--- src/rtl/dmem_pkg.sv ---
// rtl/dmem_pkg.sv - shared op codes, state encoding and width enum for the data-memory sequencer
package dmem_pkg;

    localparam logic [5:0] OP_LB  = 6'b001011;
    localparam logic [5:0] OP_LH  = 6'b001100;
    localparam logic [5:0] OP_LW  = 6'b001101;
    localparam logic [5:0] OP_LBU = 6'b001110;
    localparam logic [5:0] OP_LHU = 6'b001111;
    localparam logic [5:0] OP_SB  = 6'b010000;
    localparam logic [5:0] OP_SH  = 6'b010001;
    localparam logic [5:0] OP_SW  = 6'b010010;

    localparam int DEFAULT_TIMEOUT_CYCLES = 16;

    typedef enum logic [1:0] {
        IDLE = 2'd0,
        REQ  = 2'd1,
        DONE = 2'd2
    } state_t;

    typedef enum logic [1:0] {
        BYTE,
        HALF,
        WORD
    } width_t;

endpackage

--- src/rtl/dmem_lane_align.sv ---
// rtl/dmem_lane_align.sv - width decode, alignment check, byte enables, lane replication and read shift
module dmem_lane_align
    import dmem_pkg::*;
(
    input  logic [5:0]  op,
    input  logic        read_en,
    input  logic [1:0]  addr_lo,
    input  logic [31:0] store_data,
    input  logic [1:0]  rd_off,
    input  logic [31:0] rdata,
    output logic        fault,
    output logic [3:0]  be,
    output logic [31:0] wdata,
    output logic [31:0] rdata_shifted
);

    width_t width;
    logic   op_load;
    logic   op_store;
    logic   misaligned;
    logic [4:0] shamt;

    always_comb begin
        width    = BYTE;
        op_load  = 1'b0;
        op_store = 1'b0;
        case (op)
            OP_LB, OP_LBU: begin width = BYTE; op_load  = 1'b1; end
            OP_LH, OP_LHU: begin width = HALF; op_load  = 1'b1; end
            OP_LW:         begin width = WORD; op_load  = 1'b1; end
            OP_SB:         begin width = BYTE; op_store = 1'b1; end
            OP_SH:         begin width = HALF; op_store = 1'b1; end
            OP_SW:         begin width = WORD; op_store = 1'b1; end
            default:       begin width = BYTE; end
        endcase
    end

    // A read enable wins over a write enable, so the op kind must match the read flag.
    always_comb begin
        misaligned = ((width == HALF) && addr_lo[0]) ||
                     ((width == WORD) && (addr_lo != 2'b00));
        fault      = (read_en ? !op_load : !op_store) || misaligned;
    end

    always_comb begin
        be    = 4'b1111;
        wdata = 32'h0;
        if (!read_en) begin
            case (width)
                BYTE: begin
                    be    = 4'b0001 << addr_lo;
                    wdata = {4{store_data[7:0]}};
                end
                HALF: begin
                    be    = 4'b0011 << addr_lo;
                    wdata = {2{store_data[15:0]}};
                end
                default: begin
                    be    = 4'b1111;
                    wdata = store_data;
                end
            endcase
        end
    end

    assign shamt         = {rd_off, 3'b000};
    assign rdata_shifted = rdata >> shamt;

endmodule

--- src/rtl/dmem_access_ctrl.sv ---
// rtl/dmem_access_ctrl.sv - MEM/WB data-memory access sequencer with pipeline stall and fault pulses
module dmem_access_ctrl
    import dmem_pkg::*;
#(
    parameter int TIMEOUT_CYCLES = DEFAULT_TIMEOUT_CYCLES,
    parameter int ADDR_W         = 32
) (
    input  logic              clk,
    input  logic              rst_n,
    input  logic              mem_read_en,
    input  logic              mem_write_en,
    input  logic [5:0]        aluSelect,
    input  logic [ADDR_W-1:0] addr,
    input  logic [31:0]       store_data,
    output logic              stall,
    output logic [31:0]       load_data,
    output logic              load_valid,
    output logic              misalign_fault,
    output logic              bus_fault,
    output logic              dmem_req,
    output logic              dmem_we,
    output logic [ADDR_W-1:0] dmem_addr,
    output logic [3:0]        dmem_be,
    output logic [31:0]       dmem_wdata,
    input  logic [31:0]       dmem_rdata,
    input  logic              dmem_ack
);

    localparam logic [7:0] TO_LAST = 8'(TIMEOUT_CYCLES - 1);

    state_t      state;
    logic [7:0]  tcnt;
    logic        rd_q;
    logic [1:0]  off_q;
    logic        stall_q;

    logic        req_any;
    logic        accept;
    logic        lane_fault;
    logic [3:0]  lane_be;
    logic [31:0] lane_wdata;
    logic [31:0] rdata_shifted;

    dmem_lane_align u_lane (
        .op            (aluSelect),
        .read_en       (mem_read_en),
        .addr_lo       (addr[1:0]),
        .store_data    (store_data),
        .rd_off        (off_q),
        .rdata         (dmem_rdata),
        .fault         (lane_fault),
        .be            (lane_be),
        .wdata         (lane_wdata),
        .rdata_shifted (rdata_shifted)
    );

    assign req_any = mem_read_en | mem_write_en;
    assign accept  = (state == IDLE) && req_any && !lane_fault;

    // The accepting cycle must freeze the pipeline before the registered stall catches up.
    assign stall = stall_q | accept;

    always_ff @(posedge clk) begin
        if (!rst_n) begin
            state          <= IDLE;
            tcnt           <= 8'd0;
            rd_q           <= 1'b0;
            off_q          <= 2'b00;
            stall_q        <= 1'b0;
            load_data      <= 32'h0;
            load_valid     <= 1'b0;
            misalign_fault <= 1'b0;
            bus_fault      <= 1'b0;
            dmem_req       <= 1'b0;
            dmem_we        <= 1'b0;
            dmem_addr      <= '0;
            dmem_be        <= 4'b0000;
            dmem_wdata     <= 32'h0;
        end else begin
            load_valid     <= 1'b0;
            misalign_fault <= 1'b0;
            bus_fault      <= 1'b0;
            case (state)
                IDLE: begin
                    if (req_any) begin
                        if (lane_fault) begin
                            misalign_fault <= 1'b1;
                        end else begin
                            state      <= REQ;
                            tcnt       <= 8'd0;
                            stall_q    <= 1'b1;
                            dmem_req   <= 1'b1;
                            dmem_we    <= !mem_read_en;
                            dmem_addr  <= {addr[ADDR_W-1:2], 2'b00};
                            dmem_be    <= lane_be;
                            dmem_wdata <= lane_wdata;
                            rd_q       <= mem_read_en;
                            off_q      <= addr[1:0];
                        end
                    end
                end
                REQ: begin
                    // Ack is checked first so an ack on the last allowed cycle still succeeds.
                    if (dmem_ack) begin
                        state      <= DONE;
                        dmem_req   <= 1'b0;
                        stall_q    <= 1'b0;
                        load_valid <= rd_q;
                        if (rd_q) begin
                            load_data <= rdata_shifted;
                        end
                    end else if (tcnt == TO_LAST) begin
                        state     <= IDLE;
                        dmem_req  <= 1'b0;
                        stall_q   <= 1'b0;
                        bus_fault <= 1'b1;
                    end else begin
                        tcnt <= tcnt + 8'd1;
                    end
                end
                DONE: begin
                    state <= IDLE;
                end
                default: begin
                    state <= IDLE;
                end
            endcase
        end
    end

endmodule

--- config.mk ---
export PLATFORM = sky130hd
export DESIGN_NAME = dmem_access_ctrl
export DESIGN_NICKNAME = d
export VERILOG_FILES = /design/src/rtl/dmem_pkg.sv /design/src/rtl/dmem_lane_align.sv /design/src/rtl/dmem_access_ctrl.sv
export SDC_FILE = /design/constraint.sdc
export NUM_CORES = 1
export LEC_CHECK = 0
export CAP_MARGIN = 20
export CORE_MARGIN = 3
export CORE_UTILIZATION = 45
export CTS_BUF_LIST = sky130_fd_sc_hd__clkbuf_4 sky130_fd_sc_hd__clkbuf_8
export DETAILED_ROUTE_END_ITERATION = 8
export PLACE_DENSITY_LB_ADDON = 0.1
export SLEW_MARGIN = 0
export SYNTH_ARGS = -nofsm -noshare
export SYNTH_HDL_FRONTEND = slang
export SYNTH_SLANG_ARGS = --single-unit
--- constraint.sdc ---
create_clock -name clk -period 7.6 [get_ports clk]
set_input_delay 1.52 -clock clk [delete_from_list [all_inputs] [get_ports clk]]
set_output_delay 1.52 -clock clk [all_outputs]
set_load 0.05 [all_outputs]
== Yosys cells after proc, flatten, opt, wreduce, memory -nomap -nowiden ==
Cells that the tools add are included.

* Register bits after elaboration: 116
* Bits of input ports: 107
* Output and inout port bits: 106
* Logic and storage cells: 90

* Add/subtract/negate cells: 1
* Equality and inequality tests: 17
* Shift-type cells: 3
* Mux-type cells: 25
* Bitwise logic cells: 5
* Reduce and logical (&&, ||, !) cells: 26

{| class="wikitable"
|+ Operators with widths
! operator !! count
|-
| one-hot mux 32 bit (2 select lines) || 1
|-
| 2-to-1 mux 32 bit || 1
|-
| 2-to-1 mux 8 bit || 4
|-
| right shift 32 x 5 -> 32 bit || 1
|-
| equality test 6 x 4 -> 1 bit, second input constant || 5
|-
| equality test 6 x 5 -> 1 bit, second input constant || 3
|-
| one-hot mux 8 bit (2 select lines) || 1
|-
| AND reduction 3 bit || 5
|-
| 2-to-1 mux 1 bit || 9
|-
| OR reduction 3 bit || 3
|-
| adder 8 x 1 -> 8 bit, second input constant || 1
|-
| equality test 8 x 4 -> 1 bit, second input constant || 1
|-
| 2-to-1 mux 2 bit || 4
|-
| != test 2 bit, second input constant || 4
|-
| one-hot mux 2 bit (2 select lines) || 2
|-
| one-hot mux 4 bit (2 select lines) || 1
|-
| AND reduction 5 bit || 1
|-
| OR reduction 5 bit || 1
|-
| equality test 2 x 1 -> 1 bit, second input constant || 2
|-
| logical AND 1 bit || 4
|-
| zero test 1 bit || 4
|-
| zero test 2 bit || 2
|-
| 2-to-1 mux 4 bit || 1
|-
| AND reduction 4 bit || 1
|-
| 10 further kinds || 15
|}

== Longest topological paths before layout ==
Gate-level depths: netlist of run 1.

* Depth after elaboration: 10
* Mapped depth: 11

== Cells and area by module ==
A second synthesis of run 1 with hierarchy kept.

* Cell total of the unflattened synthesis: 717
* Area total of the unflattened synthesis: 5587.9 sq um

{| class="wikitable"
|+ By module, submodules not included
! module !! times used !! cells each !! area an instance (sq um)
|-
| dmem_access_ctrl || 1 || 512 || 4365.4
|-
| dmem_lane_align || 1 || 205 || 1222.4
|}

== Least setup slack after synthesis of run 1 ==
No wires, ideal clock.

* Path type: input port to output port
* Start: input port aluSelect[5]
* End: output port stall
* Arrival: 3273 ps
* Slack: 2807 ps
* Cell stages on the path: 9
* Cells stage by stage: buf_2 or3b_2 o32ai_1 buf_4 a21oi_2 o211ai_2 buf_6 buf_6 nand2b_1

* Cells in the longest elaborated chain, start to end: 10
* Elaborated cells on any way between the ends: 27
* Classes of those cells: 10 x eq/ne; 4 x mux; 1 x bitwise; 12 x reduce/logical

{| class="wikitable"
|+ Ends and longest elaborated chain
! item !! RTL line !! RTL
|-
| start: declaration || dmem_access_ctrl.sv:12 || <nowiki>input logic [5:0] aluSelect,</nowiki>
|-
| equality test 6 x 4 -> 1 bit or equality test 6 x 5 -> 1 bit (tied branches) || dmem_lane_align.sv:27 || <nowiki>case (op)</nowiki>
|-
| OR reduction 3 bit (no line) or OR reduction 2 bit (tied branches) || n/a ||
|-
| one-hot mux 2 bit (2 select lines) || dmem_lane_align.sv:27 ||
|-
| equality test 2 x 1 -> 1 bit or equality test 2 bit (tied branches) || dmem_lane_align.sv:40, dmem_lane_align.sv:41 ||
|-
| logical AND 1 bit, on equally long branches || dmem_lane_align.sv:40, dmem_lane_align.sv:41 ||
|-
| logical OR 1 bit || dmem_lane_align.sv:40 || <nowiki>misaligned = ((width == HALF) && addr_lo[0]) ||</nowiki>
|-
| logical OR 1 bit (*) || dmem_lane_align.sv:42 || <nowiki>fault = (read_en ? !op_load : !op_store) || misaligned;</nowiki>
|-
| zero test 1 bit (*) || dmem_access_ctrl.sv:58 || <nowiki>assign accept = (state == IDLE) && req_any && !lane_fault;</nowiki>
|-
| logical AND 1 bit (*) || dmem_access_ctrl.sv:58 ||
|-
| OR 1 bit (*) || dmem_access_ctrl.sv:61 || <nowiki>assign stall = stall_q | accept;</nowiki>
|-
| end: declaration || dmem_access_ctrl.sv:15 || <nowiki>output logic stall,</nowiki>
|}

Every way passes the cells marked *; elsewhere a longest branch is shown, timed or not.

== Final worst setup path of run 1 ==
* Start: input port aluSelect[4]
* End: output port stall

Same word-level chain as after synthesis.

==> metrics.txt, run 1 <==
pre-CTS setup slack=1.408 ns; worst slew pin tran=1.243 ns; Worst setup SP type=primary input; capture point of the worst path=stall; die area=0.01320 mm²; Avg Cell Area, Syn=8.763 µm²; ant diodes=0; maximum vdd drop=110.3 µV; Sw Pwr=336.4 µW; Top delay family on crit path=compound AO/OA/AOI/OAI gates; IO Pins=213; Fin Clk Skew=0.006608 ns; Seq/Total Area, Yosys=0.4352; Worst Path Max Fanout=10; Area Overhead vs Synth=46.42%; Slew Limit Headroom=0.1713; synthesized area=0.005336 mm²; share of cells above drive strength 1=0.06444; RSZ-0062 raised after global routing=no; Horiz. Die Dim=114.9 µm; Async SR Flop Fraction=0; crit end category=output pin; Crit path largest cell delay=0.93 ns; GP Congestion=0.8923; Pwr Total=1348 µW; CTS buffer count=17; Fin Setup TNS=0 ns; IO Port Bufs=210; commonest cells after routing, fill and taps aside=clkdlybuf4s50_1 (209), nand2_1 (127), dfxtp_1 (116); postcts setup bufs=0; CTS Sinks=116; starting density of the core=0.4634; Post-synth EDFFs=0; post-route minimum period=6.185 ns; Critical Path, Cell by Cell=clkdlybuf4s50_1 > or3b_4 > o32ai_2 > a21oi_2 > o211ai_4 > nand2b_1 > clkdlybuf4s50_1; run status=finished clean; Root Buffer=clkbuf_8; Crit Path Category=in2out; Total Routing Usage GR=0.2417; clk buf depth=2; H-Tree Depth=4; Hold Crit Class=reg2reg; slowest CP cell=o32ai_2; Data arrival, critical path=4.66 ns; Main synth FF type=dfxtp_1; initial antenna violation count=1; Hold Vio Cnt, Final=0; Core Box Area=0.01152 mm²; Clk Latency, worst-skew pair=0.43 ns; pin count of the biggest net entering global routing=105; Synth cell types=53; Routed WL per cell=17.01 µm; R2R Setup Slk=4.72 ns; filler instances=941; Int Pwr=1012 µW; routed wire length=16160 µm; PD cells=172.6 mW/mm²; WP data required=6.08 ns; sequential share of power=0.459; Warnings, synthesis=0; post-route setup slack=1.415 ns; first-pass GRT wire length=25410 µm; vias in the first global route=5212; Die Ht=114.9 µm; GRT Residual Overflow=0; commonest non-fill, non-tap cell in the layout=clkdlybuf4s50_1; Synth Instances=609; Reg clk slew, reported paths=0.07 ns; Maximum Capacitance Violations=0; buffer and inverter count on the worst path=2; Hold-fix buffers, CTS=0; CP dominant cell by count=clkdlybuf4s50_1; 1st-pass router iterations=4; Pins Over Slew Limit=0; worst setup path start=aluSelect[4]; CTS tree=done; crit share post-route=0.8138; Leak=0.002763 µW; switching part of the total power=0.2495; Vias=5187; Crit. path cell count=7; Fmax=0.1617 GHz; fin nets=902; FF+latch count, synth=116; R2R depth=6; Initial DRC Count=283; worst reg2reg path endpoint=load_data[25]$_SDFFE_PN0P_; row count=39; Post-CTS Resized=0; Gate power share=0.128; final setup violation count=0; Final ANT Viol Nets=0; DRC errors left=0; Via density=5.460; reg-to-reg critical path startpoint=state[0]$_SDFFE_PN0P_; clock power share=0.413; Post-DP HPWL=11340 µm
[cell families (layout without fill, tap and decap cells)]
family / count (synthesis) / in the layout / synth area share
compound gates: 173 / 173 / 0.2387
flops: 116 / 116 / 0.4352
buf+inv: 52 / 249 / 0.04877
mux: 34 / 34 / 0.06378
simple gates: 232 / 232 / 0.2106
fa+ha+maj: 1 / 1 / 0.002344
other cells: 1 / 2 / 0.0007027
[Yosys cell counts, types with 5 or more instances]
cell type,count,area share
a211oi_1,16,0.023
nand3b_1,11,0.015
nand3_1,5,0.0047
o211a_1,10,0.019
o211ai_1,10,0.014
nor2_1,23,0.016
a31oi_1,6,0.0070
o22ai_1,9,0.011
a21oi_1,13,0.012
dfxtp_1,116,0.44
or3_1,16,0.019
a21boi_0,36,0.051
o21ai_0,21,0.020
clkbuf_1,32,0.023
nor2b_1,19,0.022
a21boi_1,29,0.041
or4_1,7,0.0098
nand2_1,127,0.089
buf_4,8,0.011
a22o_1,8,0.013
mux2i_1,34,0.064
[worst min path at each step]
stage,start,endpoint,slack (ns),depth (start not counted)
floorplan,tcnt[7]$_SDFFE_PN0P_,tcnt[7]$_SDFFE_PN0P_,0.42,1
global placement,load_data[16]$_SDFFE_PN0P_,load_data[16]$_SDFFE_PN0P_,0.44,2
detailed placement,dmem_wdata[10]$_SDFFE_PN0P_,dmem_wdata[10]$_SDFFE_PN0P_,0.44,2
CTS,dmem_wdata[30]$_SDFFE_PN0P_,dmem_wdata[30]$_SDFFE_PN0P_,0.46,2
global route,tcnt[7]$_SDFFE_PN0P_,tcnt[7]$_SDFFE_PN0P_,0.48,1
finish,dmem_wdata[30]$_SDFFE_PN0P_,dmem_wdata[30]$_SDFFE_PN0P_,0.45,2
[registers in the layout, summed over array words and instances, names as in the netlist]
register,count
dmem_we,1
load_valid,1
dmem_wdata,32
state,2
load_data,32
dmem_be,4
stall_q,1
rd_q,1
dmem_addr,30
misalign_fault,1
off_q,2
tcnt,8
bus_fault,1
[power by group through the flow]
| stage | Clock [µW] | Sequential, µW | Combinational, µW |
|---|---|---|---|
| 6_report | 557 | 619 | 172 |
| 5_1_grt | 593 | 620 | 183 |
| 4_1_cts | 568 | 619 | 172 |
| 3_5_place_dp | 0 | 633 | 171 |
| 3_3_place_gp | 0 | 633 | 169 |
| 2_1_floorplan | 0 | 655 | 60.9 |
[per-layer routing]
metal,vias up,part of all wire,GRT usage
li1,2521,-,-
met1,2453,0.40,0.2717
met2,176,0.50,0.4090
met3,35,0.078,0.09211
met4,2,0.026,0.1041
met5,-,0.00074,0
[final cells by class]
class,count,area (µm²),share of cell area
Clock inverter,8,72.57,0.009287
Multi-Input combinational cell,442,2774,0.3550
Timing Repair Buffer,215,2135,0.2732
Clock buffer,24,324.1,0.04147
Inverter,2,7.507,0.0009608
Sequential cell,116,2322,0.2972
Tap cell,143,178.9,0.02290
[metrics by stage]
stage                       util  hold WS (ns)  instances  cell area [µm²]
after floorplan                -        0.4227        610             5340
after global routing      0.6785        0.4805        950             7814
final                     0.6785        0.4515        950             7814
after CTS                 0.6785        0.4573        950             7814
after global placement    0.6441        0.4361        918             7417
after detailed placement  0.6441        0.4444        918             7417
[worst reg2reg max path: stages (launching register included)]
cell and delay [ns]:
dfxtp_1 0.35, nor2b_1 0.63, and3_1 0.66, and2_1 0.23, nand2b_1 0.18, nor2_1 0.54, a22o_1 0.23
(Power assumes the default switching activity.)
==> run 2, diff against run 1 <==
clock period = 6.21 ns   (was 7.6 ns; I/O delays follow)
==> run 2 against run 1 <==
Final cell count grew 0.11%. Die area is the same. Register-to-register slack lost 1.4 ns. Combinational power grew 23%. Clock power grew 48%. Core utilization grew 0.70 points. Global-route usage shrank 0.22 points. Flip-flop and latch count is the same. Sequential share of layout area shrank 0.30 points. Critical path depth is the same. Largest power group is now the clock network.
==> metrics.txt, run 2 (synthesized netlist as in run 1, its figures left out) <==
run status=finished clean; Fin Setup TNS=0 ns; Top delay family on crit path=buffers and inverters; Worst Path Max Fanout=10; R2R depth=6; postcts setup bufs=0; Hold Crit Class=reg2reg; Leak=0.002809 µW; worst slew pin tran=1.173 ns; pin count of the biggest net entering global routing=105; Critical Path, Cell by Cell=clkdlybuf4s50_1 > or3b_4 > or2_1 > a31o_1 > o211ai_4 > nand2b_1 > clkdlybuf4s50_1; H-Tree Depth=4; Initial DRC Count=290; fin nets=903; GP Congestion=0.8887; Slew Limit Headroom=0.2183; starting density of the core=0.4634; Crit path largest cell delay=0.71 ns; row count=39; worst setup path start=aluSelect[4]; first-pass GRT wire length=25240 µm; Hold-fix buffers, CTS=0; die area=0.01320 mm²; ant diodes=0; 1st-pass router iterations=5; Data arrival, critical path=3.93 ns; share of cells above drive strength 1=0.06559; Fin Clk Skew=0.009108 ns; R2R Setup Slk=3.31 ns; crit share post-route=0.8328; fin cells=951; clk buf depth=2; IO Pins=213; CTS Sinks=116; IO Port Bufs=210; slowest CP cell=clkdlybuf4s50_1; CP dominant cell by count=clkdlybuf4s50_1; Maximum Capacitance Violations=0; Horiz. Die Dim=114.9 µm; Routed WL per cell=16.72 µm; Vias=5227; GRT Residual Overflow=0; fin util=0.6855; Root Buffer=clkbuf_8; Reg clk slew, reported paths=0.07 ns; commonest non-fill, non-tap cell in the layout=clkdlybuf4s50_1; Cell Count Post-Placement=919; WP data required=4.97 ns; Fmax=0.1934 GHz; post-route minimum period=5.172 ns; Area Overhead vs Synth=47.92%; Final ANT Viol Nets=0; Core Box Area=0.01152 mm²; CTS tree=done; initial antenna violation count=1; DRC errors left=0; largest registers=dmem_wdata: 32 flops, load_data: 32 flops, dmem_addr: 30 flops; vias in the first global route=5111; CTS buffer count=17; Clk Latency, worst-skew pair=0.44 ns; crit end category=output pin; commonest cells after routing, fill and taps aside=clkdlybuf4s50_1 (209), nand2_1 (127), dfxtp_1 (116); filler instances=965; Pins Over Slew Limit=0; maximum vdd drop=165.8 µV; Crit. path cell count=7; final setup violation count=0; Hold Vio Cnt, Final=0; reg-to-reg critical path startpoint=state[0]$_SDFFE_PN0P_; routed wire length=15900 µm; capture point of the worst path=stall; Crit Path Category=in2out; Post-DP HPWL=11190 µm; Worst setup SP type=primary input; Post-CTS Resized=0; Fin Hold WS=0.4528 ns; Die Ht=114.9 µm; worst reg2reg path endpoint=load_data[25]$_SDFFE_PN0P_; Total Routing Usage GR=0.2395; min-delay src=dmem_wdata[20]$_SDFFE_PN0P_; Via density=5.496; RSZ-0062 raised after global routing=no; PD cells=227.0 mW/mm²; buffer and inverter count on the worst path=2
-- run 2: cell types whose count changed in the layout (fill, tap and decap cells not counted) --
cell / before / now
bufinv_16: 1 / 5
clkinv_4: 0 / 2
clkbuf_8: 23 / 19
clkinvlp_4: 3 / 0
buf_4: 5 / 6
inv_6: 0 / 2
clkinv_2: 4 / 3
-- run 2: per-layer routing --
layer | vias up | wire, µm | global-route usage
met2 | 206 | 7826 | 0.4051
met3 | 35 | 1398 | 0.09368
li1 | 2525 | - | -
met1 | 2459 | 6249 | 0.2740
met5 | - | 14 | 0
met4 | 2 | 414 | 0.08842
-- run 2: final cells by class --
| class | count | area (µm²) | share of cell area |
|---|---|---|---|
| inverters | 2 | 7.507 | 0.0009510 |
| multi-input cells | 442 | 2774 | 0.3514 |
| clock buffers | 20 | 269.0 | 0.03408 |
| flip-flops and latches | 116 | 2322 | 0.2942 |
| well taps | 143 | 178.9 | 0.02267 |
| repair buffers | 216 | 2142 | 0.2714 |
| clock inverters | 12 | 200.2 | 0.02536 |
-- run 2: worst min-delay path, stage by stage, from the launching register on --
cell and delay [ns]:
dfxtp_1 0.31, nand2_1 0.05, a21boi_1 0.05
-- run 2: report_power, final --
| part | leakage (µW) | internal, µW | switching [µW] |
|---|---|---|---|
| Clock | 0.000241 | 505 | 319 |
| Combinational | 0.00163 | 104 | 106 |
| Sequential | 0.000936 | 752 | 5.21 |
| Total | 0.00281 | 1360 | 430 |
-- run 2: how the worst min path moves through the flow --
stage,cells after the start,endpoint
4_1_cts,2,dmem_wdata[20]$_SDFFE_PN0P_
6_report,2,dmem_wdata[20]$_SDFFE_PN0P_
2_1_floorplan,1,tcnt[7]$_SDFFE_PN0P_
5_1_grt,2,dmem_wdata[10]$_SDFFE_PN0P_
3_5_place_dp,2,load_data[17]$_SDFFE_PN0P_
3_3_place_gp,2,load_data[16]$_SDFFE_PN0P_
-- run 2: per-stage QoR --
stage / total power (µW) / cell area, µm² / setup slack, ns
4_1_cts: 1805 / 7894 / 1.041
5_1_grt: 1855 / 7894 / 0.9592
3_5_place_dp: 983.9 / 7425 / 1.021
2_1_floorplan: 875.8 / 5340 / 1.973
3_3_place_gp: 981.0 / 7425 / 1.088
6_report: 1792 / 7894 / 1.038
